## config.mk

```make
export PLATFORM = sky130hd
export DESIGN_NAME = vending_slot_controller
export DESIGN_NICKNAME = d
export VERILOG_FILES = /design/src/rtl/vending_slot_controller.sv
export SDC_FILE = /design/constraint.sdc
export NUM_CORES = 1
export LEC_CHECK = 0
export BUFFER_PORTS_ARGS = -buffer_cell sky130_fd_sc_hd__buf_2
export CORE_MARGIN = 4
export CORE_UTILIZATION = 55
export DETAILED_ROUTE_END_ITERATION = 7
export PLACE_DENSITY_LB_ADDON = 0.1
export SYNTH_ARGS = -nofsm -noshare
export SYNTH_HDL_FRONTEND = slang
export SYNTH_SLANG_ARGS = --single-unit
```

## constraint.sdc

```tcl
create_clock -name clk -period 4.3 [get_ports clk]
set_input_delay 0.86 -clock clk [delete_from_list [all_inputs] [get_ports clk]]
set_output_delay 0.86 -clock clk [all_outputs]
set_load 0.01 [all_outputs]
```

## src/rtl/vending_slot_controller.sv

```systemverilog
// rtl/vending_slot_controller.sv - per-slot stock/price vending controller with purchase handshake
// Requests are evaluated one at a time; a sale commits stock and revenue on the EVAL->RESP edge.
module vending_slot_controller #(
   parameter int NUM_SLOTS = 4,
   parameter int TAG_W     = 2,
   parameter int CNT_W     = 3,
   parameter int PRICE_W   = 3,
   parameter int MONEY_W   = 4,
   parameter int REV_W     = 16
) (
   input  logic                 clk,
   input  logic                 rst_n,
   input  logic                 req_valid,
   output logic                 req_ready,
   input  logic [TAG_W-1:0]     req_tag,
   input  logic [CNT_W-1:0]     req_count,
   input  logic [MONEY_W-1:0]   req_money,
   output logic                 rsp_valid,
   input  logic                 rsp_ready,
   output logic                 rsp_ok,
   output logic [MONEY_W-1:0]   rsp_change,
   output logic [1:0]           rsp_reason,
   input  logic                 cfg_we,
   input  logic [TAG_W-1:0]     cfg_tag,
   input  logic [CNT_W-1:0]     cfg_count,
   input  logic [PRICE_W-1:0]   cfg_price,
   output logic [NUM_SLOTS-1:0] slot_empty,
   output logic [REV_W-1:0]     revenue
);

   localparam int COST_W = CNT_W + PRICE_W;
   localparam int CMP_W  = (MONEY_W > COST_W) ? MONEY_W : COST_W;

   typedef enum logic [1:0] {IDLE, EVAL, RESP} state_t;

   state_t state, state_nx;

   logic [CNT_W-1:0]   stock [NUM_SLOTS];
   logic [PRICE_W-1:0] price [NUM_SLOTS];

   logic [TAG_W-1:0]   tag_q;
   logic [CNT_W-1:0]   count_q;
   logic [MONEY_W-1:0] money_q;
   logic [REV_W-1:0]   revenue_q;
   logic               rsp_ok_q;
   logic [MONEY_W-1:0] rsp_change_q;
   logic [1:0]         rsp_reason_q;

   logic               accept;
   logic               cfg_apply;
   logic               cfg_tag_ok;
   logic               tag_ok;
   logic [CNT_W-1:0]   sel_stock;
   logic [PRICE_W-1:0] sel_price;
   logic [COST_W-1:0]  cost;
   logic [CMP_W-1:0]   money_x;
   logic [CMP_W-1:0]   cost_x;
   logic [CMP_W-1:0]   change_x;
   logic [1:0]         reason;

   always_ff @(posedge clk or negedge rst_n) begin
      if (!rst_n) begin
         state <= IDLE;
      end else begin
         state <= state_nx;
      end
   end

   // Config writes win over requests, and only land while idle.
   always_comb begin
      state_nx  = state;
      req_ready = 1'b0;
      rsp_valid = 1'b0;
      accept    = 1'b0;
      cfg_apply = 1'b0;
      case (state)
         IDLE: begin
            req_ready = !cfg_we;
            cfg_apply = cfg_we;
            accept    = req_valid && !cfg_we;
            if (accept) begin
               state_nx = EVAL;
            end
         end
         EVAL: begin
            state_nx = RESP;
         end
         RESP: begin
            rsp_valid = 1'b1;
            if (rsp_ready) begin
               state_nx = IDLE;
            end
         end
         default: begin
            state_nx = IDLE;
         end
      endcase
   end

   // Money is widened so a cost larger than MONEY_W can hold still compares correctly.
   always_comb begin
      tag_ok     = 32'(tag_q) < 32'(NUM_SLOTS);
      cfg_tag_ok = 32'(cfg_tag) < 32'(NUM_SLOTS);
      sel_stock  = '0;
      sel_price  = '0;
      if (tag_ok) begin
         sel_stock = stock[tag_q];
         sel_price = price[tag_q];
      end
      cost     = COST_W'(count_q) * COST_W'(sel_price);
      money_x  = CMP_W'(money_q);
      cost_x   = CMP_W'(cost);
      change_x = money_x - cost_x;
      if ((count_q == '0) || !tag_ok) begin
         reason = 2'd3;
      end else if (count_q > sel_stock) begin
         reason = 2'd1;
      end else if (money_x < cost_x) begin
         reason = 2'd2;
      end else begin
         reason = 2'd0;
      end
   end

   always_ff @(posedge clk or negedge rst_n) begin
      if (!rst_n) begin
         for (int i = 0; i < NUM_SLOTS; i++) begin
            stock[i] <= '0;
            price[i] <= '0;
         end
         tag_q        <= '0;
         count_q      <= '0;
         money_q      <= '0;
         revenue_q    <= '0;
         rsp_ok_q     <= 1'b0;
         rsp_change_q <= '0;
         rsp_reason_q <= 2'd0;
      end else begin
         if (cfg_apply && cfg_tag_ok) begin
            stock[cfg_tag] <= cfg_count;
            price[cfg_tag] <= cfg_price;
         end
         if (accept) begin
            tag_q   <= req_tag;
            count_q <= req_count;
            money_q <= req_money;
         end
         if (state == EVAL) begin
            rsp_reason_q <= reason;
            if (reason == 2'd0) begin
               rsp_ok_q       <= 1'b1;
               rsp_change_q   <= change_x[MONEY_W-1:0];
               stock[tag_q]   <= sel_stock - count_q;
               revenue_q      <= revenue_q + REV_W'(cost);
            end else begin
               rsp_ok_q     <= 1'b0;
               rsp_change_q <= money_q;
            end
         end
      end
   end

   always_comb begin
      slot_empty = '0;
      for (int i = 0; i < NUM_SLOTS; i++) begin
         slot_empty[i] = (stock[i] == '0);
      end
   end

   assign rsp_ok     = rsp_ok_q;
   assign rsp_change = rsp_change_q;
   assign rsp_reason = rsp_reason_q;
   assign revenue    = revenue_q;

endmodule

```

==> results.tsv, run 1 <==
stage	metric	value	unit
timing	setup_viol	0	
power	p_leak	1.96	nW
synthesis	ys_seq_area_share	43.7	%
clock_network	cts_hold_buf	0	
floorplanning	ios	51	
setup_path	crit_fanout	7	
setup_path	cp.arrival	4.20	ns
setup_path	cp-start-kind	register	
floorplanning	start_util	56.4	%
timing	period_needed	3.92	ns
placed_design	dpl_cell_area	3670	um^2
synthesis	yosys_register_bits	58	
clock_network	postCtsSetupBuffers	0	
clock_network	cts_buffer_depth	2	
setup_path	max_stage_delay	0.57	ns
synthesis	synth_top_family_by_area	multiplexers	
floorplanning	die_area	7340	um^2
clock_network	cts_tree	done	
synthesis	synthAdderAreaFrac	9.80	%
floorplanning	die_w	85.7	um
setup_path	worstPathRequired	4.58	ns
clock_network	cts_sinks	58	
placed_design	io_buffers	50	
cells_and_area	final_common_cell	dfrtp_1	
synthesis	synth-edff-count	0	
synthesis	synth_warnings	0	
clock_network	cts_resized	0	
synthesis	muxShareOfSynthArea	17.7	%
cells_and_area	final_nets	394	
power	irDropWorstVdd	333	uV
clock_network	cts-root-buf	clkbuf_8	
timing	slew_headroom	49.9	%
synthesis	yosys.area.top_type_share	43.7	%
setup_path	cp-end-kind	register	
placed_design	hpwl	5.29	mm
synthesis	synth_top_cell_by_area	dfrtp_1	
timing	fmax	255	MHz
setup_path	worstPathCellList	mux4_2 -> nand2_1 -> fa_1 -> inv_1 -> ha_1 -> inv_1 -> fa_1 -> ha_1 -> nand3_1 -> a21oi_2 -> nand3_1 -> or4b_1 -> nand3_1	
synthesis	synthTopCellsByArea	dfrtp_1 44%, mux2i_1 7.5%, ha_1 6.8%	
timing	tns	0	ns
timing	worst_pin_slew	0.752	ns
worst_hold_path	hp-class	reg -> reg	
timing	period_share	91.0	%
timing	final_max_slew_viol_count	0	
drt	via_per_inst	5.67	
drt	vias	2432	
power	power	0.00255	W
floorplanning	die_y	85.7	um
drt	routed_wl	6.94	mm
synthesis	synth-async-reset-ratio	100	%
drt	drtPass1Iterations	4	
drt	drtIter0Drc	142	
grt	overflow	0	
grt	grt_pass1_vias	2447	
synthesis	synth.avg_cell_area	11.4	um^2
drt	ant_nets	0	
drt	wl_per_cell	16.2	um
synthesis	yosys.area_share.simple	14.7	%
grt	grt_use_total	21.0	%
floorplanning	core	5890	um^2
synthesis	synth-xor-area-share	4.22	%
timing	finalHoldViolCount	0	
synthesis	synth_compound_area_share	7.43	%
grt	grt_start_max_net_pins	59	
floorplanning	num_rows	28	
timing	rsz0062_at_grt	false	
cells_and_area	insertedDiodeCount	0	
synthesis	synth_cell_types	49	
cells_and_area	layout_common_cells	58 x dfrtp_1, 50 x buf_2, 28 x nand2_1	
setup_path	r2r_cells	13	
synthesis	synthCells	290	
cells_and_area	utilization	65.1	%
timing	clock_skew	0.0121	ns
worst_hold_path	hold_path_depth	1	
clock_network	cts_inserted_buffers	9	
clock_network	insertion_delay	0.34	ns
grt	antenna_found_initial	0	
drt	drc	0	
cells_and_area	fin_area	3830	um^2
clock_network	htree_levels	3	
power	p_per_area	665	nW/um^2
placed_design	finalWeightedCongestion	0.834	
setup_path	criticalPathCategory	reg -> reg	
synthesis	ys.flop_type	dfrtp_1	
clock_network	clkTransAtPathRegs	0.07	ns
cells_and_area	area_growth	15.5	%
setup_path	cp_slowest_cell	or4b_1	
outcome	status	finished, final reports clean	
cells_and_area	drive_gt1_share	28.8	%
grt	grt_first_pass_wirelength	12.0	mm
synthesis	synth_fp_nets	335	
setup_path	cp_common_cell	nand3_1	
flow_run	cap_violations	0	
synthesis	netlist_area	3320	um^2
cell usage after synthesis (2+ instances only):
cell type / instances
nor3_1: 11
dfrtp_1: 58
o21bai_1: 2
nor2b_1: 2
mux4_2: 6
nand3_1: 9
nand4_1: 2
a21oi_2: 2
fa_1: 5
mux2i_1: 25
ha_1: 18
xor2_1: 14
nand2b_1: 4
o21ai_1: 4
a21oi_1: 6
nor4_1: 2
inv_1: 14
xnor2_1: 2
buf_1: 2
nand2_1: 28
buf_2: 2
a21o_1: 4
nor3b_2: 2
a211oi_1: 2
mux2_2: 17
or3_1: 2
nor2_1: 6
and2_1: 8
o21ai_0: 10
clkbuf_1: 2
worst paths after layout:
path | start | slack, ns | end
setup / recovery | tag_q[0] | 0.38 | rsp_change[3]
hold / removal | revenue[15] | 0.47 | revenue[15]
setup reg to reg | tag_q[0] | 0.38 | rsp_change[3]
hold reg to reg | revenue[15] | 0.47 | revenue[15]
max in group asynchronous | rst_n | 3.12 | stock[8]
min in group asynchronous | rst_n | 0.66 | rsp_change[1]
metrics by stage:
stage | setup WS (ns) | hold slack (ns) | cells
floorplan | 0.470 | 0.474 | 290
global placement | 0.481 | 0.453 | 413
detailed placement | 0.389 | 0.464 | 413
CTS | 0.364 | 0.473 | 429
global route | 0.153 | 0.498 | 429
finish | 0.385 | 0.473 | 429
final cells by class:
cell class              instances  area [um^2]
fillers                       495         2050
multi-input cells             212         1790
flip-flops and latches         58         1450
repair buffers                 54          280
clock buffers                  13          149
well taps                      75         93.8
inverters                      14         52.6
clock inverters                 3         15.0
sequential cells by signal, summed over array words and instances (netlist names):
register	count
count_q	3
money_q	4
price	12
revenue	16
rsp_change	4
rsp_ok	1
rsp_reason	2
state	2
stock	12
tag_q	2
layer usage:
metal | track usage (%) | vias to the layer above | wire length [um] | part of all wire, %
met2 | 35.0 | 44 | 3420 | 49
met3 | 5.00 | 12 | 304 | 4.4
met1 | 27.1 | 1218 | 3110 | 45
met5 | 0 | - | 0 | 0
met4 | 7.19 | 0 | 112 | 1.6
li1 | - | 1158 | - | -
logic make-up after synthesis:
kind of cell    count (synthesis)
fa+ha+maj                      23
buf+inv                        20
xor+xnor                       16
mux                            49
simple gates                   87
compound gates                 37
flops                          58
where the power goes:
part | switching (W) | internal, W
Combinational | 0.000685 | 0.000572
Sequential | 0.000136 | 0.000715
Clock | 0.000218 | 0.000223
Total | 0.00104 | 0.00151
worst max-delay path, delay by kind of cell, from the launching register on:
| kind | cells | cell delay (ns) |
|---|---|---|
| mux | 1 | 0.55 |
| compound gates | 1 | 0.26 |
| fa+ha+maj | 4 | 1.36 |
| flops | 1 | 0.45 |
| simple gates | 5 | 1.14 |
| buf+inv | 2 | 0.12 |
Power figures use the tool's default switching activity.
==> run 2: changes to the inputs <==
--- a/config.mk
+++ b/config.mk
@@ -9,6 +9,7 @@
 export CORE_MARGIN = 4
 export CORE_UTILIZATION = 55
 export DETAILED_ROUTE_END_ITERATION = 7
+export GPL_TIMING_DRIVEN = 0
 export PLACE_DENSITY_LB_ADDON = 0.1
 export SYNTH_ARGS = -nofsm -noshare
 export SYNTH_HDL_FRONTEND = slang
==> results.tsv, run 2 (same netlist as run 1, synthesis figures left out) <==
stage	metric	value	unit
clock_network	htree_levels	3	
drt	vias	2405	
placed_design	finalWeightedCongestion	0.805	
setup_path	critical_path.endpoint	revenue[9]	
setup_path	criticalPathCategory	reg -> reg	
timing	period_needed	4.03	ns
power	power_frac_comb	50.2	%
clock_network	cts_tree	done	
timing	timing.final.ws_setup	0.266	ns
timing	tns	0	ns
power	p_per_area	664	nW/um^2
cells_and_area	layout_common_cells	58 x dfrtp_1, 50 x buf_2, 28 x nand2_1	
floorplanning	ios	51	
timing	setup_viol	0	
cells_and_area	final_common_cell	dfrtp_1	
clock_network	cts_hold_buf	0	
timing	worst_pin_slew	0.710	ns
timing	clock_skew	0.00789	ns
grt	grt_use_total	21.0	%
power	p_seq_share	32.6	%
power	power.switching	0.00105	W
clock_network	clkTransAtPathRegs	0.07	ns
drt	top_layer	met4	
clock_network	insertion_delay	0.34	ns
setup_path	r2r_slack	0.27	ns
floorplanning	die_y	85.7	um
cells_and_area	largest_reg_flops	16	
setup_path	worstPathCellList	buf_4 -> mux4_2 -> nand2_1 -> fa_1 -> inv_1 -> ha_1 -> inv_1 -> fa_1 -> nand2b_1 -> and2_1 -> ha_1 -> or3_1 -> o211ai_1 -> buf_4 -> nor3_1 -> xor2_1	
grt	grt_pass1_vias	2513	
worst_hold_path	hp-class	reg -> reg	
setup_path	max_stage_delay	0.58	ns
flow_run	cap_violations	0	
drt	routed_wl	6.88	mm
grt	grt_start_max_net_pins	59	
cells_and_area	insertedDiodeCount	0	
setup_path	cp-startpoint	tag_q[0]	
placed_design	io_buffers	50	
setup_path	cp_slowest_cell	mux4_2	
timing	slew_headroom	52.7	%
setup_path	worstReg2RegStart	tag_q[0]	
drt	drtIter0Drc	73	
floorplanning	num_rows	28	
drt	dr_wl_met2	3.43	mm
power	power	0.00258	W
timing	finalHoldViolCount	0	
outcome	status	finished, final reports clean	
setup_path	reg2reg_to	revenue[9]	
cells_and_area	final_nets	399	
drt	ant_nets	0	
setup_path	r2r_cells	16	
setup_path	cp-end-kind	register	
worst_hold_path	hp-start	revenue[15]	
power	p_leak	1.98	nW
setup_path	worstPathRequired	4.52	ns
drt	via_per_inst	5.55	
floorplanning	die_area	7340	um^2
power	irDropWorstVdd	341	uV
cells_and_area	drive_gt1_share	30.2	%
setup_path	cp-start-kind	register	
clock_network	cts_inserted_buffers	9	
clock_network	cts-root-buf	clkbuf_8	
drt	wl_met1	2.99	mm
setup_path	crit_fanout	10	
grt	antenna_found_initial	0	
grt	grt_first_pass_wirelength	11.9	mm
timing	holdWs	0.468	ns
floorplanning	die_w	85.7	um
power	clock_power_share	17.3	%
power	swShare	40.7	%
power	intPower	0.00153	W
grt	overflow	0	
timing	fmax	248	MHz
clock_network	cts_buffer_depth	2	
drt	wl_per_cell	15.9	um
timing	period_share	93.8	%
timing	final_max_slew_viol_count	0	
floorplanning	start_util	56.4	%
floorplanning	core	5890	um^2
drt	dr_wl_met3	285	um
drt	drtPass1Iterations	4	
drt	drc	0	
cells_and_area	area_growth	17.3	%
clock_network	cts_sinks	58	
setup_path	cp.arrival	4.26	ns
placed_design	hpwl	5.25	mm
placed_design	preCtsSetupSlack	0.0551	ns
[run 2: how the worst min path moves through the flow]
| stage | endpoint | slack (ns) | cells after the start |
|---|---|---|---|
| 2_1_floorplan | price[3] | 0.47 | 1 |
| 3_3_place_gp | revenue[15] | 0.46 | 1 |
| 3_5_place_dp | rsp_change[3] | 0.47 | 2 |
| 4_1_cts | rsp_change[3] | 0.48 | 2 |
| 5_1_grt | revenue[15] | 0.49 | 1 |
| 6_report | revenue[15] | 0.47 | 1 |
[run 2: what timing repair did]
| item | 4_1_cts | 5_1_grt |
|---|---|---|
| setup buffers | 0 | 3 |
| hold endpoints to repair | 0 | 0 |
| gates resized for setup | 0 | 9 |
| setup endpoints to repair | 0 | 27 |
[run 2: final cells by class]
cell class / count / area [um^2]
clock buffer: 12 / 155
fill: 472 / 1990
timing repair buffer: 53 / 275
multi-input combinational: 212 / 1820
clock inverter: 3 / 15.0
sequential: 58 / 1450
inverter: 14 / 52.6
tap: 75 / 93.8
buffer: 6 / 28.8
[run 2: through the flow]
| stage | instances | utilization (%) | instance area, um^2 |
|---|---|---|---|
| after floorplan | 290 | - | 3320 |
| after global placement | 415 | 62.2 | 3660 |
| after detailed placement | 415 | 62.2 | 3660 |
| after CTS | 430 | 65.1 | 3830 |
| after global routing | 433 | 66.1 | 3890 |
| final | 433 | 66.1 | 3890 |
[run 2: critical path, delay by kind of cell, from the launching register on]
| family | cells | cell delay (ns) |
|---|---|---|
| adders and majority gates | 4 | 1.23 |
| and+or+nand+nor | 5 | 0.84 |
| muxes | 1 | 0.58 |
| xor gates and xnor gates | 1 | 0.14 |
| DFF | 1 | 0.35 |
| buffers and inverters | 4 | 0.53 |
| AOI/OAI and AO/OA | 1 | 0.23 |
[run 2: power groups by stage]
stage	registers (W)	logic [W]	clock network, W
final	0.000842	0.00130	0.000446
after global routing	0.000867	0.00145	0.000486
after CTS	0.000841	0.00127	0.000455
after detailed placement	0.000850	0.00126	0
after global placement	0.000843	0.00123	0
after floorplan	0.000840	0.000933	0
[run 2: routing by layer]
layer / GRT usage [%] / up-vias
li1: - / 1173
met1: 25.7 / 1169
met2: 34.8 / 46
met3: 4.80 / 17
met4: 10.4 / 0
met5: 0 / -
